$ cat config.mk
export PLATFORM = sky130hd
export DESIGN_NAME = mem_stage_ld_flat
export DESIGN_NICKNAME = d
export VERILOG_FILES = /design/src/rtl/mem_stage_ld_if.sv /design/src/rtl/mem_stage_ld.sv /design/src/flat_wrapper.sv
export SDC_FILE = /design/constraint.sdc
export NUM_CORES = 1
export LEC_CHECK = 0
export ABC_AREA = 1
export ABC_CLOCK_PERIOD_IN_PS = 2850
export CORE_MARGIN = 3
export CORE_UTILIZATION = 41
export CTS_CLUSTER_SIZE = 20
export DETAILED_ROUTE_END_ITERATION = 7
export GPL_ROUTABILITY_DRIVEN = 0
export PLACE_DENSITY = 0.85
export SLEW_MARGIN = 0
export SYNTH_ARGS = -nofsm -noshare
export SYNTH_HDL_FRONTEND = slang
export SYNTH_SLANG_ARGS = --single-unit
$ cat constraint.sdc
create_clock -name clk -period 2.85 [get_ports clk]
set_input_delay 0.855 -clock clk [delete_from_list [all_inputs] [get_ports clk]]
set_output_delay 0.855 -clock clk [all_outputs]
set_load 0.01 [all_outputs]
$ cat src/rtl/mem_stage_ld_if.sv
`timescale 1ns/1ps
`default_nettype none
// ============================================================================
//  Module   : mem_stage_ld_if
//  Purpose  : Bundle interface of the MEM stage. Carries the EX->MEM bundle,
//             the data SRAM read response, the WB bundle and the ID
//             forwarding path.
//  Modports : slave  - the MEM stage (consumes EX/SRAM, drives WB/forwarding)
//             master - the environment around the stage
//  Revision : 1.0  initial release
// ============================================================================
interface mem_stage_ld_if #(
    parameter int DATA_W = 32,
    parameter int PC_W   = 32,
    parameter int RA_W   = 5
);
    // EX -> MEM bundle
    logic              ex_valid;
    logic [PC_W-1:0]   ex_pc;
    logic              ex_load;
    logic [1:0]        ex_ld_size;
    logic              ex_ld_signed;
    logic              ex_rf_we;
    logic [RA_W-1:0]   ex_rf_waddr;
    logic [DATA_W-1:0] ex_result;
    // data SRAM read response
    logic              mem_rvalid;
    logic [DATA_W-1:0] mem_rdata;
    // MEM -> WB bundle
    logic              wb_valid;
    logic [PC_W-1:0]   wb_pc;
    logic              wb_rf_we;
    logic [RA_W-1:0]   wb_rf_waddr;
    logic [DATA_W-1:0] wb_rf_wdata;
    // forwarding path to ID
    logic              fwd_we;
    logic [RA_W-1:0]   fwd_waddr;
    logic [DATA_W-1:0] fwd_wdata;
    logic              fwd_pending;

    modport slave (
        input  ex_valid, ex_pc, ex_load, ex_ld_size, ex_ld_signed,
               ex_rf_we, ex_rf_waddr, ex_result, mem_rvalid, mem_rdata,
        output wb_valid, wb_pc, wb_rf_we, wb_rf_waddr, wb_rf_wdata,
               fwd_we, fwd_waddr, fwd_wdata, fwd_pending
    );

    modport master (
        output ex_valid, ex_pc, ex_load, ex_ld_size, ex_ld_signed,
               ex_rf_we, ex_rf_waddr, ex_result, mem_rvalid, mem_rdata,
        input  wb_valid, wb_pc, wb_rf_we, wb_rf_waddr, wb_rf_wdata,
               fwd_we, fwd_waddr, fwd_wdata, fwd_pending
    );
endinterface
`default_nettype wire

$ cat src/rtl/mem_stage_ld.sv
`timescale 1ns/1ps
`default_nettype none
// ============================================================================
//  Module   : mem_stage_ld
//  Purpose  : Parametrised MEM pipeline stage. Registers the EX bundle with
//             stall/bubble control, waits for variable-latency SRAM load
//             data, extracts byte/half/word/dword with sign or zero
//             extension, and drives the WB bundle and ID forwarding path.
//  Ports    : clk, rst         - clock, synchronous active-high reset
//             flush_i          - discard stage contents, cancel pending load
//             stall_hold_i     - stage register must not accept new input
//             stall_next_i     - WB stage is stalled
//             bus (slave)      - EX bundle, SRAM response, WB bundle, fwd
//             stallreq_o       - load data outstanding, stall the pipe
//  Revision : 1.0  initial release
// ============================================================================
module mem_stage_ld #(
    parameter int DATA_W = 32,   // 32 or 64
    parameter int PC_W   = 32,
    parameter int RA_W   = 5
) (
    input  logic                 clk,
    input  logic                 rst,
    input  logic                 flush_i,
    input  logic                 stall_hold_i,
    input  logic                 stall_next_i,
    mem_stage_ld_if.slave        bus,
    output logic                 stallreq_o
);

    localparam int LANE_W = $clog2(DATA_W / 8);

    localparam logic [1:0] S_IDLE = 2'd0;
    localparam logic [1:0] S_WAIT = 2'd1;
    localparam logic [1:0] S_DONE = 2'd2;
    localparam logic [1:0] S_DROP = 2'd3;

    typedef struct packed {
        logic              valid;
        logic [PC_W-1:0]   pc;
        logic              load;
        logic [1:0]        size;
        logic              sgn;
        logic              we;
        logic [RA_W-1:0]   waddr;
        logic [DATA_W-1:0] result;
    } stage_t;

    stage_t            stage_q, stage_d;
    logic [1:0]        state_q, state_d;
    logic [DATA_W-1:0] ldbuf_q;

    logic              w_adv;        // register takes new content or a bubble
    logic              w_ld_in;      // load in stage
    logic              w_data_avail;
    logic              w_use_live;
    logic              w_capture;
    logic              w_pending;

    // ------------------------------------------------------------------
    // Stage register
    // ------------------------------------------------------------------
    always_comb begin
        stage_d = stage_q;
        if (flush_i) begin
            stage_d = '0;
        end else if (stall_hold_i && !stall_next_i) begin
            stage_d = '0;
        end else if (!stall_hold_i) begin
            stage_d.valid  = bus.ex_valid;
            stage_d.pc     = bus.ex_pc;
            stage_d.load   = bus.ex_load;
            stage_d.size   = bus.ex_ld_size;
            stage_d.sgn    = bus.ex_ld_signed;
            stage_d.we     = bus.ex_rf_we;
            stage_d.waddr  = bus.ex_rf_waddr;
            stage_d.result = bus.ex_result;
        end
    end

    always_ff @(posedge clk) begin
        if (rst) begin
            stage_q <= '0;
        end else begin
            stage_q <= stage_d;
        end
    end

    assign w_adv   = flush_i | ~(stall_hold_i & stall_next_i);
    assign w_ld_in = stage_q.valid & stage_q.load;

    // ------------------------------------------------------------------
    // Load-wait FSM: state register
    // ------------------------------------------------------------------
    always_ff @(posedge clk) begin
        if (rst) begin
            state_q <= S_IDLE;
        end else begin
            state_q <= state_d;
        end
    end

    // ------------------------------------------------------------------
    // Load-wait FSM: next state
    // ------------------------------------------------------------------
    always_comb begin
        state_d = state_q;
        case (state_q)
            S_IDLE: begin
                if (w_ld_in) begin
                    if (bus.mem_rvalid) begin
                        state_d = w_adv ? S_IDLE : S_DONE;
                    end else if (flush_i) begin
                        state_d = S_DROP;
                    end else begin
                        state_d = S_WAIT;
                    end
                end
            end
            S_WAIT: begin
                // A response arriving with a flush still belongs to the
                // flushed load, so it retires it rather than arming a drop.
                if (bus.mem_rvalid) begin
                    state_d = w_adv ? S_IDLE : S_DONE;
                end else if (flush_i) begin
                    state_d = S_DROP;
                end
            end
            S_DONE: begin
                if (w_adv) begin
                    state_d = S_IDLE;
                end
            end
            S_DROP: begin
                if (flush_i) begin
                    state_d = S_DROP;
                end else if (bus.mem_rvalid) begin
                    // the response of the cancelled load is swallowed here;
                    // a load already waiting in the register still needs one
                    state_d = (w_ld_in && !w_adv) ? S_WAIT : S_IDLE;
                end
            end
            default: state_d = S_IDLE;
        endcase
    end

    // ------------------------------------------------------------------
    // Load-wait FSM: outputs
    // ------------------------------------------------------------------
    always_comb begin
        w_data_avail = 1'b0;
        w_use_live   = 1'b0;
        w_capture    = 1'b0;
        case (state_q)
            S_IDLE: begin
                if (w_ld_in && bus.mem_rvalid) begin
                    w_data_avail = 1'b1;
                    w_use_live   = 1'b1;
                    w_capture    = 1'b1;
                end
            end
            S_WAIT: begin
                if (bus.mem_rvalid) begin
                    w_data_avail = 1'b1;
                    w_use_live   = 1'b1;
                    w_capture    = 1'b1;
                end
            end
            S_DONE:  w_data_avail = 1'b1;
            default: w_data_avail = 1'b0;
        endcase
    end

    assign w_pending = w_ld_in & ~w_data_avail;

    always_ff @(posedge clk) begin
        if (rst) begin
            ldbuf_q <= '0;
        end else if (w_capture) begin
            ldbuf_q <= bus.mem_rdata;
        end
    end

    // ------------------------------------------------------------------
    // Lane extraction and extension
    // ------------------------------------------------------------------
    logic [LANE_W-1:0] w_lane;
    logic [DATA_W-1:0] w_raw;
    logic [DATA_W-1:0] w_byte_sh;
    logic [DATA_W-1:0] w_half_sh;
    logic [7:0]        w_byte;
    logic [15:0]       w_half;
    logic [DATA_W-1:0] w_word_ext;
    logic [DATA_W-1:0] w_dword;
    logic [DATA_W-1:0] w_ld_data;

    assign w_lane    = stage_q.result[LANE_W-1:0];
    assign w_raw     = w_use_live ? bus.mem_rdata : ldbuf_q;
    assign w_byte_sh = w_raw >> {w_lane, 3'b000};
    // half-word alignment ignores lane bit 0; no misalignment trap
    assign w_half_sh = w_raw >> {w_lane[LANE_W-1:1], 4'b0000};
    assign w_byte    = w_byte_sh[7:0];
    assign w_half    = w_half_sh[15:0];

    generate
        if (DATA_W == 64) begin : g_dw64
            logic [31:0] w_word;
            assign w_word     = w_lane[2] ? w_raw[63:32] : w_raw[31:0];
            assign w_word_ext = {{(DATA_W-32){stage_q.sgn & w_word[31]}}, w_word};
            assign w_dword    = w_raw;
        end else begin : g_dw32
            // word fills the datapath; dword degrades to word
            assign w_word_ext = w_raw;
            assign w_dword    = w_raw;
        end
    endgenerate

    always_comb begin
        w_ld_data = '0;
        case (stage_q.size)
            2'd0: w_ld_data = {{(DATA_W-8){stage_q.sgn & w_byte[7]}}, w_byte};
            2'd1: w_ld_data = {{(DATA_W-16){stage_q.sgn & w_half[15]}}, w_half};
            2'd2: w_ld_data = w_word_ext;
            default: w_ld_data = w_dword;
        endcase
    end

    // ------------------------------------------------------------------
    // WB bundle and forwarding
    // ------------------------------------------------------------------
    logic              w_rf_we;
    logic [DATA_W-1:0] w_wdata;

    assign w_rf_we = stage_q.valid & stage_q.we;
    assign w_wdata = stage_q.load ? w_ld_data : stage_q.result;

    assign bus.wb_valid    = stage_q.valid;
    assign bus.wb_pc       = stage_q.pc;
    assign bus.wb_rf_we    = w_rf_we;
    assign bus.wb_rf_waddr = stage_q.waddr;
    assign bus.wb_rf_wdata = w_wdata;
    assign bus.fwd_we      = w_rf_we;
    assign bus.fwd_waddr   = stage_q.waddr;
    assign bus.fwd_wdata   = w_wdata;
    assign bus.fwd_pending = w_pending;
    assign stallreq_o      = w_pending;

endmodule
`default_nettype wire

$ cat src/flat_wrapper.sv
// flat-port wrapper written by rule: the top's interface ports become plain ports
module mem_stage_ld_flat 
#(
    parameter int DATA_W = 32,              
    parameter int PC_W   = 32,
    parameter int RA_W   = 5
)
  (clk, rst, flush_i, stall_hold_i, stall_next_i, stallreq_o, bus_ex_valid, bus_ex_pc, bus_ex_load, bus_ex_ld_size, bus_ex_ld_signed, bus_ex_rf_we, bus_ex_rf_waddr, bus_ex_result, bus_mem_rvalid, bus_mem_rdata, bus_wb_valid, bus_wb_pc, bus_wb_rf_we, bus_wb_rf_waddr, bus_wb_rf_wdata, bus_fwd_we, bus_fwd_waddr, bus_fwd_wdata, bus_fwd_pending);
  mem_stage_ld_if #(.DATA_W(DATA_W), .PC_W(PC_W), .RA_W(RA_W)) bus_i ();
  input  logic clk;
  input  logic rst;
  input  logic flush_i;
  input  logic stall_hold_i;
  input  logic stall_next_i;
  output logic stallreq_o;
  input wire logic [$bits(bus_i.ex_valid)-1:0] bus_ex_valid;
  input wire logic [$bits(bus_i.ex_pc)-1:0] bus_ex_pc;
  input wire logic [$bits(bus_i.ex_load)-1:0] bus_ex_load;
  input wire logic [$bits(bus_i.ex_ld_size)-1:0] bus_ex_ld_size;
  input wire logic [$bits(bus_i.ex_ld_signed)-1:0] bus_ex_ld_signed;
  input wire logic [$bits(bus_i.ex_rf_we)-1:0] bus_ex_rf_we;
  input wire logic [$bits(bus_i.ex_rf_waddr)-1:0] bus_ex_rf_waddr;
  input wire logic [$bits(bus_i.ex_result)-1:0] bus_ex_result;
  input wire logic [$bits(bus_i.mem_rvalid)-1:0] bus_mem_rvalid;
  input wire logic [$bits(bus_i.mem_rdata)-1:0] bus_mem_rdata;
  output wire logic [$bits(bus_i.wb_valid)-1:0] bus_wb_valid;
  output wire logic [$bits(bus_i.wb_pc)-1:0] bus_wb_pc;
  output wire logic [$bits(bus_i.wb_rf_we)-1:0] bus_wb_rf_we;
  output wire logic [$bits(bus_i.wb_rf_waddr)-1:0] bus_wb_rf_waddr;
  output wire logic [$bits(bus_i.wb_rf_wdata)-1:0] bus_wb_rf_wdata;
  output wire logic [$bits(bus_i.fwd_we)-1:0] bus_fwd_we;
  output wire logic [$bits(bus_i.fwd_waddr)-1:0] bus_fwd_waddr;
  output wire logic [$bits(bus_i.fwd_wdata)-1:0] bus_fwd_wdata;
  output wire logic [$bits(bus_i.fwd_pending)-1:0] bus_fwd_pending;
  assign bus_i.ex_valid = bus_ex_valid;
  assign bus_i.ex_pc = bus_ex_pc;
  assign bus_i.ex_load = bus_ex_load;
  assign bus_i.ex_ld_size = bus_ex_ld_size;
  assign bus_i.ex_ld_signed = bus_ex_ld_signed;
  assign bus_i.ex_rf_we = bus_ex_rf_we;
  assign bus_i.ex_rf_waddr = bus_ex_rf_waddr;
  assign bus_i.ex_result = bus_ex_result;
  assign bus_i.mem_rvalid = bus_mem_rvalid;
  assign bus_i.mem_rdata = bus_mem_rdata;
  assign bus_wb_valid = bus_i.wb_valid;
  assign bus_wb_pc = bus_i.wb_pc;
  assign bus_wb_rf_we = bus_i.wb_rf_we;
  assign bus_wb_rf_waddr = bus_i.wb_rf_waddr;
  assign bus_wb_rf_wdata = bus_i.wb_rf_wdata;
  assign bus_fwd_we = bus_i.fwd_we;
  assign bus_fwd_waddr = bus_i.fwd_waddr;
  assign bus_fwd_wdata = bus_i.fwd_wdata;
  assign bus_fwd_pending = bus_i.fwd_pending;
  mem_stage_ld #(.DATA_W(DATA_W), .PC_W(PC_W), .RA_W(RA_W)) u_core (.clk(clk), .rst(rst), .flush_i(flush_i), .stall_hold_i(stall_hold_i), .stall_next_i(stall_next_i), .bus(bus_i), .stallreq_o(stallreq_o));
endmodule
==> metrics list <==
* Outcome: complete, but fails checks
* Violated checks: negative setup slack
* Total vias in the final route: 6486
- The synthesized netlist occupies a cell area of 0.006033 mm^2.
- In the post-route analysis, the smallest setup slack over all paths is -0.4418 ns.
- The worst setup path is captured at a primary output.
* Time the worst path needs with I/O delays and setup: 3.292 ns
- DIE AREA: 0.01621 mm^2
- Area growth, synth to finish: 58.40%
- Count of mapped cells out of synthesis: 899
- Fraction of the cycle the final worst path needs: 1.155
- For this design, the CTS-stage hold fixing added 0 buffers.
* Fill cell count: 1064
- Die width: 127.3 um
* Number of CTS-inserted buffers: 9
- Register-to-register setup slack: 1.37 ns
- In this run the static leakage power is 4.317 nW.
- The largest individual stage delay along the critical path comes from the cell sky130_fd_sc_hd__buf_12.
- CTS built an H-tree with a depth of 3.
* Final Hold Violating Endpoints: 0
* Distinct cell type count after synthesis: 31
- Placed wire-length estimate: 13.49 mm
- The tree is rooted in a sky130_fd_sc_hd__clkbuf_16.
- The clock arrives with 0.007558 ns of skew.
- Summed over all layers, the global routing overflow is 0.
- Leaving out fill and tap cells, the most frequent cells in the layout are 229 x sky130_fd_sc_hd__nand2_1, 151 x sky130_fd_sc_hd__clkdlybuf4s50_1, 108 x sky130_fd_sc_hd__dfxtp_1.
- In this run the tightest slew margin relative to its limit is 0.4140.
- Core footprint: 0.01415 mm^2
* Antenna fix cells: 0
- Across the run, the number of max-cap violations was 0.
- Stages on worst setup path: 14
* Most common library cell in the layout ignoring fill and taps: sky130_fd_sc_hd__nand2_1
- WS Path Type: in2out
* Average wire length per cell after detail routing: 16.24 um
- Data on the critical path is required at its endpoint by 2.00 ns.
- Count of pins over their slew limit: 0
* Seq/Total Area, Yosys: 0.3617
- Grouping stages by cell kind, the critical path spends the most delay in simple AND/OR/NAND/NOR gates.
* Source of the critical timing path: bus_mem_rvalid
- Counting both buffers and inverters, the worst setup path holds a total of 6.
* Share of post-route cells with drive strength above 1: 0.3196
- Setup violations remaining at the end of the flow were counted as 64.
- Hold Path Origin: u_core.stage_q[25]
* Clk pin slew, worst setup/hold paths: 0.07 ns
- Min-Delay Path Depth: 2
- When the netlist entered floorplanning its net count stood at 1012.
- Path class of the lowest-slack min-delay path: reg2reg
- Startpoint of the lowest-slack register-to-register path: u_core.bus.wb_valid
- Counting flops and latches in the post-synthesis netlist gives 109.
* Synthesized area divided by synthesized cell count: 6.711 um^2
- The die is 127.3 um tall.
* Yosys synthesis warning count: 0
- The first global-routing pass estimated 30.98 mm of wire.
* Number of nets still failing antenna checks after routing: 0
- For this run, the post-layout net count is 1200.
* Worst EP arrival: 2.44 ns
* Total Routing Usage GR: 0.2369
- The clock net in this run drives a total of 109 sinks.
- Setup Slack @ Placement: -1.195 ns
- Across the VDD grid, the largest voltage drop is 257.1 uV.
- Detailed-route vias per instance: 5.099
- For this design the ratio of total power to cell area is 430.2 mW/mm^2.
* Kind of start point of the critical path: input port
- For the pin with the worst max-slew slack, the measured transition is 0.8757 ns.
- Port Buf Inserts: 223
- Slowest cell delay on critical path: 0.19 ns
- For this run, design rule violations remaining after detail routing come to 0.
* Largest net degree at the start of global routing: 76
- Standard-cell row count: 43
* Number of global-route vias before repair: 6256
* Highest net fanout along the worst path: 6
* Setup repair after global routing missed its margin: yes
- Pin placement for this block handled 224 I/O pins.
- The initial antenna violation count came to 0.
- For the worst-skew pair, the clock arrives at the later sink with an insertion delay of 0.37 ns.
- The first routing iteration left 492 violations.
* TNS Setup: -23.35 ns
* Cell breakdown of the critical path: buf_12 > inv_12 > nor2_4 > nand2_4 > nand2_4 > nand3_2 > nand3_4 > nand4_4 > buf_12 > buf_4 > nand3_4 > nand2_2 > inv_2 > buf_6
* CTS Buffer Depth: 2
* First-pass iteration count of the detailed router: 5
- Routed wire length: 20.66 mm
- TritonCTS built the clock tree.
* Worst-case reg-to-reg path depth: 7
- Based on the critical path, the design can be clocked at up to 303.8 MHz.
- The initial utilization of the core area, before any placement, comes to 0.4264.
-- stage by stage --
stage	area [um^2]	total power, mW	util	cells	hold WS (ns)
5_1_grt	9557	4.248	0.6754	1272	0.4768
6_report	9557	4.111	0.6754	1272	0.4594
2_1_floorplan	6257	2.100	-	899	0.4316
3_5_place_dp	8302	2.470	0.5867	1231	0.4503
4_1_cts	9233	4.020	0.6525	1265	0.4613
3_3_place_gp	8302	2.450	0.5867	1231	0.4447
-- synthesized netlist by cell type (all sizes together) --
cell type	n	area share
nand3	42	0.046
a31oi	1	0.0010
nand2	311	0.20
o22ai	1	0.0010
inv	95	0.059
nor2	43	0.028
clkbuf	31	0.019
nand3b	3	0.0037
nand4	4	0.0066
o221ai	1	0.0015
clkinv	3	0.0019
buf	96	0.12
a21oi	82	0.068
dfxtp	109	0.36
mux2i	4	0.0066
or2	19	0.020
o21ai	53	0.055
o311ai	1	0.0015
-- worst paths after layout --
| path | endpoint |
|---|---|
| setup / recovery | bus_fwd_wdata[16] |
| hold / removal | u_core.stage_q[25] |
| setup reg to reg | u_core.ldbuf_q[4] |
| hold reg to reg | u_core.stage_q[25] |
-- worst reg2reg max path: cells and delay by family (launching register included) --
kind / cells / cell delay (ns)
simple gates: 4 / 0.42
buf+inv: 2 / 0.33
flops: 1 / 0.37
mux: 1 / 0.25
-- where the power goes --
| group | switching, mW | total [mW] | leakage (nW) | internal (mW) |
|---|---|---|---|---|
| logic | 0.498 | 1.01 | 3.26 | 0.510 |
| clock network | 0.621 | 1.49 | 0.170 | 0.864 |
| registers | 0.0322 | 1.62 | 0.884 | 1.59 |
| total | 1.15 | 4.11 | 4.32 | 2.96 |
-- flip-flops by register name, summed over array words and instances, names as in the netlist --
name                  cells
u_core.stage_q           37
u_core.ldbuf_q           32
u_core.state_q            2
u_core.bus.wb_valid       1
u_core.bus.wb_pc         32
u_core.bus.fwd_waddr      5
-- logic make-up (layout without fill, tap and decap cells) --
logic type      count (synthesis)  count (layout)  synth area share
simple gates                  422             423            0.3034
buf+inv                       225             417            0.2007
compound gates                139             139            0.1275
flops                         109             109            0.3617
mux                             4               4          0.006637
-- per-layer routing --
layer	GRT usage	vias to the layer above	part of all wire
met4	0.09968	0	0.042
met3	0.06271	67	0.089
met5	0	-	0
met1	0.2819	3013	0.38
li1	-	3079	-
met2	0.4032	327	0.49
-- repair_timing --
| item | in CTS | in global routing |
|---|---|---|
| buffers inserted | 13 | 8 |
| pin swaps | 59 | 33 |
| cloned | 5 | 2 |
| gates resized for setup | 413 | 65 |
| endpoints found under the setup margin | 66 | 64 |
-- layout make-up --
type                    count  area [um^2]  share of cell area
clock buffers               9        225.2             0.02357
clock inverters             7        121.4             0.01270
inverters                  98        382.9             0.04006
multi-input cells         566         3282              0.3434
flip-flops and latches    109         2183              0.2285
well taps                 180        225.2             0.02357
repair buffers            303         3137              0.3282
Note: power is estimated with default switching activity, not from simulation.
